**src/rtl/queue_flex_if.sv**
```systemverilog
// rtl/queue_flex_if.sv - REQ/ACK producer and consumer handshake bundle for queue_flex
//
// Purpose: groups the write-side and read-side handshake and data signals.
// Signals:
//   dInREQ  - queue can accept a word (queue -> producer)
//   dInACK  - producer presents a valid word on dIN
//   dIN     - write data, BitWidth bits
//   dOutACK - a valid word is on dOUT (queue -> consumer)
//   dOutREQ - consumer takes the word on dOUT
//   dOUT    - head-of-queue data, BitWidth bits
// Modports: slave = the queue itself, master = the surrounding producer/consumer side.
interface queue_flex_if #(
  parameter int BitWidth = 32
);
  logic                dInREQ;
  logic                dInACK;
  logic [BitWidth-1:0] dIN;
  logic                dOutACK;
  logic                dOutREQ;
  logic [BitWidth-1:0] dOUT;

  modport slave (
    output dInREQ,
    input  dInACK,
    input  dIN,
    output dOutACK,
    input  dOutREQ,
    output dOUT
  );

  modport master (
    input  dInREQ,
    output dInACK,
    output dIN,
    input  dOutACK,
    output dOutREQ,
    input  dOUT
  );
endinterface

```
**src/rtl/queue_flex.sv**
```systemverilog
// rtl/queue_flex.sv - any-depth first-word-fall-through FIFO with occupancy count and flags
//
// Purpose: FIFO of BufferDepth entries (any depth >= 2) with explicit occupancy
// count, almost-full/almost-empty thresholds, synchronous flush and a last-entry flag.
// Optional feature macro: QUEUE_FLEX_ERR_FLAGS_EN adds sticky ErrOverflow/ErrUnderflow.
// Ports:
//   clk          - clock, all state on rising edge
//   rst          - synchronous reset, active low
//   flush        - synchronous clear of pointers and count, active high
//   bus          - queue_flex_if.slave handshake bundle (dInREQ/dInACK/dIN, dOutACK/dOutREQ/dOUT)
//   Count        - current occupancy 0..BufferDepth
//   BufferFull   - Count == BufferDepth
//   BufferEmpty  - Count == 0
//   OnLastEntry  - Count == 1
//   AlmostFull   - Count >= AlmostFullLevel
//   AlmostEmpty  - Count <= AlmostEmptyLevel
//   ErrOverflow  - (macro only) sticky: write attempted while full
//   ErrUnderflow - (macro only) sticky: read attempted while empty
module queue_flex #(
  parameter int BitWidth         = 32,
  parameter int BufferDepth      = 6,
  parameter int AlmostFullLevel  = BufferDepth - 1,
  parameter int AlmostEmptyLevel = 1,
  localparam int PtrW            = $clog2(BufferDepth),
  localparam int CntW            = $clog2(BufferDepth + 1)
) (
  input  logic            clk,
  input  logic            rst,
  input  logic            flush,
  queue_flex_if.slave     bus,
  output logic [CntW-1:0] Count,
  output logic            BufferFull,
  output logic            BufferEmpty,
  output logic            OnLastEntry,
  output logic            AlmostFull,
  output logic            AlmostEmpty
`ifdef QUEUE_FLEX_ERR_FLAGS_EN
  ,
  output logic            ErrOverflow,
  output logic            ErrUnderflow
`endif
);

  localparam logic [CntW-1:0] DepthC   = CntW'(BufferDepth);
  localparam logic [CntW-1:0] AfLevelC = CntW'(AlmostFullLevel);
  localparam logic [CntW-1:0] AeLevelC = CntW'(AlmostEmptyLevel);
  localparam logic [PtrW-1:0] LastPtrC = PtrW'(BufferDepth - 1);

  generate
    if (BufferDepth < 2) begin : g_bad_depth
      $error("queue_flex: BufferDepth must be 2 or more");
    end
    if (AlmostFullLevel > BufferDepth) begin : g_bad_af
      $error("queue_flex: AlmostFullLevel must not exceed BufferDepth");
    end
    if (AlmostEmptyLevel >= BufferDepth) begin : g_bad_ae
      $error("queue_flex: AlmostEmptyLevel must be below BufferDepth");
    end
  endgenerate

  logic [BitWidth-1:0] r_mem [BufferDepth];
  logic [PtrW-1:0]     r_waddr;
  logic [PtrW-1:0]     r_raddr;
  logic [CntW-1:0]     r_count;

  logic w_full;
  logic w_empty;
  logic w_wen;
  logic w_ren;
  logic w_keep;

  // Flags decode only from the registered count, never from pointer compare.
  assign w_full  = (r_count == DepthC);
  assign w_empty = (r_count == '0);

  assign bus.dInREQ  = !w_full;
  assign bus.dOutACK = !w_empty;
  assign bus.dOUT    = r_mem[r_raddr];

  assign w_wen  = bus.dInACK && !w_full;
  assign w_ren  = bus.dOutREQ && !w_empty;
  // Handshakes only take effect when neither reset nor flush is active.
  assign w_keep = rst && !flush;

  assign Count       = r_count;
  assign BufferFull  = w_full;
  assign BufferEmpty = w_empty;
  assign OnLastEntry = (r_count == CntW'(1));
  assign AlmostFull  = (r_count >= AfLevelC);
  assign AlmostEmpty = (r_count <= AeLevelC);

  // Explicit wrap at BufferDepth-1 so non-power-of-two depths work.
  function automatic logic [PtrW-1:0] ptr_next(input logic [PtrW-1:0] p);
    return (p == LastPtrC) ? '0 : p + PtrW'(1);
  endfunction

  // Storage has no reset; a write during reset or flush is discarded.
  always_ff @(posedge clk) begin
    if (w_keep && w_wen) begin
      r_mem[r_waddr] <= bus.dIN;
    end
  end

  always_ff @(posedge clk) begin
    if (!rst || flush) begin
      r_waddr <= '0;
      r_raddr <= '0;
      r_count <= '0;
    end else begin
      if (w_wen) begin
        r_waddr <= ptr_next(r_waddr);
      end
      if (w_ren) begin
        r_raddr <= ptr_next(r_raddr);
      end
      if (w_wen && !w_ren) begin
        r_count <= r_count + CntW'(1);
      end else if (w_ren && !w_wen) begin
        r_count <= r_count - CntW'(1);
      end
    end
  end

`ifdef QUEUE_FLEX_ERR_FLAGS_EN
  logic r_err_ovf;
  logic r_err_unf;

  // Sticky error capture of illegal attempts; the handshake itself ignores them.
  always_ff @(posedge clk) begin
    if (!rst || flush) begin
      r_err_ovf <= 1'b0;
      r_err_unf <= 1'b0;
    end else begin
      if (bus.dInACK && w_full) begin
        r_err_ovf <= 1'b1;
      end
      if (bus.dOutREQ && w_empty) begin
        r_err_unf <= 1'b1;
      end
    end
  end

  assign ErrOverflow  = r_err_ovf;
  assign ErrUnderflow = r_err_unf;
`endif

endmodule

```
**src/flat_wrapper.sv**
```systemverilog
// flat-port wrapper written by rule: the top's interface ports become plain ports
module queue_flex_flat 
#(
  parameter int BitWidth         = 32,
  parameter int BufferDepth      = 6,
  parameter int AlmostFullLevel  = BufferDepth - 1,
  parameter int AlmostEmptyLevel = 1,
  localparam int PtrW            = $clog2(BufferDepth),
  localparam int CntW            = $clog2(BufferDepth + 1)
)
  (clk, rst, flush, Count, BufferFull, BufferEmpty, OnLastEntry, AlmostFull, AlmostEmpty, bus_dInREQ, bus_dInACK, bus_dIN, bus_dOutACK, bus_dOutREQ, bus_dOUT);
  queue_flex_if #(.BitWidth(BitWidth)) bus_i ();
  input  logic clk;
  input  logic rst;
  input  logic flush;
  output logic [CntW-1:0] Count;
  output logic BufferFull;
  output logic BufferEmpty;
  output logic OnLastEntry;
  output logic AlmostFull;
  output logic AlmostEmpty;
  output wire logic [$bits(bus_i.dInREQ)-1:0] bus_dInREQ;
  input wire logic [$bits(bus_i.dInACK)-1:0] bus_dInACK;
  input wire logic [$bits(bus_i.dIN)-1:0] bus_dIN;
  output wire logic [$bits(bus_i.dOutACK)-1:0] bus_dOutACK;
  input wire logic [$bits(bus_i.dOutREQ)-1:0] bus_dOutREQ;
  output wire logic [$bits(bus_i.dOUT)-1:0] bus_dOUT;
  assign bus_dInREQ = bus_i.dInREQ;
  assign bus_i.dInACK = bus_dInACK;
  assign bus_i.dIN = bus_dIN;
  assign bus_dOutACK = bus_i.dOutACK;
  assign bus_i.dOutREQ = bus_dOutREQ;
  assign bus_dOUT = bus_i.dOUT;
  queue_flex #(.BitWidth(BitWidth), .BufferDepth(BufferDepth), .AlmostFullLevel(AlmostFullLevel), .AlmostEmptyLevel(AlmostEmptyLevel)) u_core (.clk(clk), .rst(rst), .flush(flush), .bus(bus_i), .Count(Count), .BufferFull(BufferFull), .BufferEmpty(BufferEmpty), .OnLastEntry(OnLastEntry), .AlmostFull(AlmostFull), .AlmostEmpty(AlmostEmpty));
endmodule
```
**config.mk**
```make
export PLATFORM = sky130hd
export DESIGN_NAME = queue_flex_flat
export DESIGN_NICKNAME = d
export VERILOG_FILES = /design/src/rtl/queue_flex_if.sv /design/src/rtl/queue_flex.sv /design/src/flat_wrapper.sv
export SDC_FILE = /design/constraint.sdc
export NUM_CORES = 1
export LEC_CHECK = 0
export ABC_AREA = 1
export CAP_MARGIN = 15
export CORE_UTILIZATION = 51
export CTS_CLUSTER_DIAMETER = 150
export DETAILED_ROUTE_END_ITERATION = 8
export PLACE_DENSITY = 0.72
export SYNTH_ARGS = -nofsm -noshare
export SYNTH_HDL_FRONTEND = slang
export SYNTH_SLANG_ARGS = --single-unit
```
**constraint.sdc**
```tcl
create_clock -name clk -period 3.7 [get_ports clk]
set_input_delay 0.925 -clock clk [delete_from_list [all_inputs] [get_ports clk]]
set_output_delay 0.925 -clock clk [all_outputs]
set_load 0.05 [all_outputs]
```
Word-level counts from Yosys, hierarchy flattened
Memories as Yosys holds them, arrays and structs flattened. A register that Yosys moved wholly into a read port is not among the register bits.
Cells that the tools add are included.

word-level totals
  bits in registers = 9
  bits in writable memories = 192
  bits of input ports = 37
  logic and storage cells = 37
  memories = 1

memories
  name          words  width  rd ports  clocked after Yosys merged registers in  wr ports  RTL line          text
  u_core.r_mem  6      32     1         1                                        1         queue_flex.sv:61  logic [BitWidth-1:0] r_mem [BufferDepth];

cells by class
  $add $sub $neg = 4
  magnitude comparators = 2
  eq/ne operators = 4
  muxes and demuxes = 8
  reduce and logical (&&, ||, !) cells = 15

operators with widths
  cell                   number
  $mux W3                6
  $add A3 B1 Y3 const B  3
  $eq A3 B3 Y1 const B   3
  $logic_and A1 B1 Y1    6
  $logic_not A1 Y1       6
  $eq A3 B1 Y1 const B   1
  $ge A3 B3 Y1 const B   1
  $le A3 B1 Y1 const B   1
  $logic_not A3 Y1       1
  $sub A3 B1 Y3 const B  1
  $mux W1                2
  $reduce_bool A2 Y1     1
  $logic_or A1 B1 Y1     1

Longest topological paths before layout
  depth after elaboration = 7
  mapped depth = 12

Worst setup path before layout
OpenSTA, ideal clock, no wires.

  kind = register to register
  start = register u_core.r_count[0], in the netlist u_core.Count[0]
  end = memory u_core.r_mem[0][0] (enable)
  library setup time = 0.461 ns
  arrival time = 4.107 ns
  path slack = -0.868 ns
  cell stages (with the launch flop) = 8
  buffers on the path = 0
  clock period less this slack = 4.568 ns
  cell sequence = dfxtp_1 inv_1 ha_1 nand2_1 nand2_1 nor2_1 inv_1 nor3_1

on the way
  cells in the longest elaborated chain, start to end = 6

RTL lines
  what                           RTL line            text
  from (decl)                    queue_flex.sv:64    logic [CntW-1:0] r_count;
  from (signal assigned)         queue_flex.sv:117   r_count <= r_count + CntW'(1);
  from (signal assigned)         queue_flex.sv:119   r_count <= r_count - CntW'(1);
  $eq A3 B3 Y1                   queue_flex.sv:73    assign w_full = (r_count == DepthC);
  $logic_not A1 Y1               n/a
  named net bus_dInREQ           flat_wrapper.sv:22  output wire logic [$bits(bus_i.dInREQ)-1:0] bus_dInREQ;
  $logic_and A1 B1 Y1            queue_flex.sv:80    assign w_wen = bus.dInACK && !w_full;
  $logic_and A1 B1 Y1            queue_flex.sv:99    if (w_keep && w_wen) begin
  $mux W1                        queue_flex.sv:99
  $mux W1 (not written as such)  queue_flex.sv:100   r_mem[r_waddr] <= bus.dIN;
  to (decl)                      queue_flex.sv:61

The timed path passes the listed nets, and every way through them passes these cells.

==> results.txt <==
Critical Path Fanout Max = 43
Max Slew Vio Count = 0
GRT Total Usage = 20.1%
1st-iter DRT viols = 441
Status = completed
Hold EP = u_core.r_waddr[1]
Worst EP arrival = 2.39 ns
Diodes inserted = 0
Chip width = 128 um
Grt total ovfl = 0
P&R area growth vs syn = 20.0%
R2r worst-path depth = 8
Num ports = 79
R2r setup slk = 1.24 ns
Sequential-to-total area share from yosys stat = 74.6%
Critical path class = reg2out
CTS Buf Count = 20
R2R Path Start = u_core.Count[0]
Mux contribution to synthesized area = 0%
Required time of the critical path = 2.77 ns
Xor/xnor share of the synthesized area = 0.109%
Vias in the first global route = 4,938
DRC viols = 0
RSZ-0062 raised after global routing = no
Final HPWL DP = 9620 um
Die area = 16,300 um^2
Final GP Congestion = 0.823
CTS tree = done
Largest family of logic cells by synthesized area = simple AND/OR/NAND/NOR gates
Fin crit period = 3.32 ns
Area contributors post-synth = edfxtp_1 (72%), nand2_1 (6.4%), nand3_1 (6.3%)
Final core utilization = 63.0%
Adder-Cell Fraction of Synth Area = 0.933%
Worst-margin pin slew = 0.621 ns
Most common cell after layout, fill and taps aside = edfxtp_1
Area share of the leading cell type in the synthesized netlist = 71.7%
Maximum VDD drop = 0.479 mV
Fin. Hold Viols = 0
Final net count = 769
Core box area = 15,300 um^2
Sink Count = 204
R2R Path End = u_core.r_mem[2][9]
Resized cells post-CTS = 0
Port Buffers = 78
WL per Instance = 17.0 um
Worst hold start = u_core.r_waddr[1]
Routed Wire Length = 16,200 um
Initial Util = 52.5%
Clock buffer depth = 3
HP Class = reg2reg
Reg clk slew, reported paths = 0.06 ns
Syn Inst Count = 640
Die H = 128 um
Nature of the critical path startpoint = flip-flop
Antenna Nets Post-Route = 0
Worst-Skew Late Latency = 0.48 ns
Total vias in the final route = 5,109
Yosys reg bits = 204
Simple-gate area share of the yosys netlist = 15.9%
Pwr Density = 513 nW/um^2
Syn Std Cell Area = 8050 um^2
Maxcap violations = 0
Largest net degree at the start of global routing = 64
Hold path cells = 2
Layout cell share with drive strength beyond 1 = 13.7%
CP endpoint kind = output port
Most frequent cells in the layout = edfxtp_1 (192), nand2_1 (138), nand3_1 (102), buf_4 (51), clkdlybuf4s50_1 (46)
Compound-cell area share of the yosys netlist = 4.49%
Lkg Pwr = 3.48 nW
Count of cell types in the netlist = 22
Cell accounting for the most synthesized area = edfxtp_1
Synth warn = 0
Final setup viols = 0
Placed cell count = 915
Setup bufs post-CTS = 0
FMAX = 302 MHz
Max-slew headroom = 58.6%
Final Cycle Share = 89.6%
Root Buffer = clkbuf_16
Final std cells w/o fill = 950
Row count = 45
Initial antenna violation count = 0
Skew final = 0.00625 ns
Drt pass-1 iters = 5
First-pass GRT wire length = 25,500 um
Post-synthesis area per instance = 12.6 um^2
Post-cts hold buffer count = 0
H-tree depth = 1
Syn nets = 683
Vias/cell = 5.38
## final cells by class
type                            instances  area [um^2]
Clock buffer                           25          561
Clock inverter                         10          105
Fill cell                            1166         5660
Inverter                               26          100
Multi-Input combinational cell        376         1750
Sequential cell                       204         6010
Tap cell                              211          264
Timing Repair Buffer                   98          863
## cell usage after synthesis
| master | instances |
|---|---|
| o21ai_1 | 32 |
| clkbuf_1 | 7 |
| nand2_2 | 10 |
| a31oi_1 | 1 |
| inv_4 | 1 |
| nand2_1 | 138 |
| xnor2_1 | 1 |
| nand4_1 | 4 |
| o21ai_0 | 34 |
| dfxtp_1 | 12 |
| nor2_1 | 41 |
| edfxtp_1 | 192 |
| nor3_1 | 2 |
| nand3_1 | 102 |
| inv_1 | 25 |
| buf_6 | 6 |
| buf_8 | 1 |
| a21oi_1 | 5 |
| buf_4 | 3 |
| buf_2 | 16 |
| buf_1 | 1 |
| ha_1 | 6 |
## critical path, cell delays in order (launching register included)
cell and delay (ns):
dfxtp_4 0.46, inv_4 0.45, buf_4 0.36, nand2_1 0.08, nand3_1 0.11, nand3_1 0.10
o21ai_1 0.12, buf_4 0.23
## cells by family after synthesis
| group | Yosys count |
|---|---|
| buffers and inverters | 60 |
| AOI/OAI and AO/OA | 72 |
| DFF | 204 |
| and+or+nand+nor | 297 |
| adders and majority gates | 6 |
| xor gates and xnor gates | 1 |
## worst max-delay path by stage
stage | from | to | slack (ns) | depth (start not counted)
after floorplan | u_core.Count[0] | u_core.r_mem[0][0] | -0.87 | 7
after global placement | flush | u_core.r_mem[2][2] | 0.77 | 7
after detailed placement | rst | u_core.r_mem[2][1] | 0.72 | 6
after CTS | flip-flop | bus_dOUT[0] | 0.33 | 6
after global routing | flip-flop | bus_dOUT[30] | 0.21 | 7
final | flip-flop | bus_dOUT[29] | 0.38 | 7
## power by group
group | switching, W | total, W | leakage [nW] | internal, W
Clock | 0.000808 | 0.00202 | 0.329 | 0.00121
Sequential | 0.0000127 | 0.00255 | 1.83 | 0.00254
Combinational | 0.000253 | 0.000374 | 1.32 | 0.000121
Total | 0.00107 | 0.00495 | 3.48 | 0.00388
## flip-flops by register name, summed over array words and instances (netlist names), named ones only
signal	cells
u_core.Count	3
u_core.r_mem	192
u_core.r_raddr	3
u_core.r_waddr	3
## through the flow
step	worst slack, ns	hold WS [ns]	cell area [um^2]	TNS (ns)	power, W
global placement	0.770	0.489	8990	0	0.00297
global route	0.207	0.537	9650	0	0.00508
detailed placement	0.717	0.509	8990	0	0.00298
finish	0.384	0.519	9650	0	0.00495
CTS	0.331	0.517	9650	0	0.00497
floorplan	-0.868	0.474	8050	-55.55	0.00283
## layer usage
metal	part of all wire (%)	up-vias	track usage, %	wire, um
met1	43	2435	28.2	7010
met3	6.8	23	2.60	1090
met5	0	-	0	0
met2	48	212	33.8	7770
li1	-	2439	-	-
met4	1.8	0	4.91	290
Power figures use the tool's default switching activity.
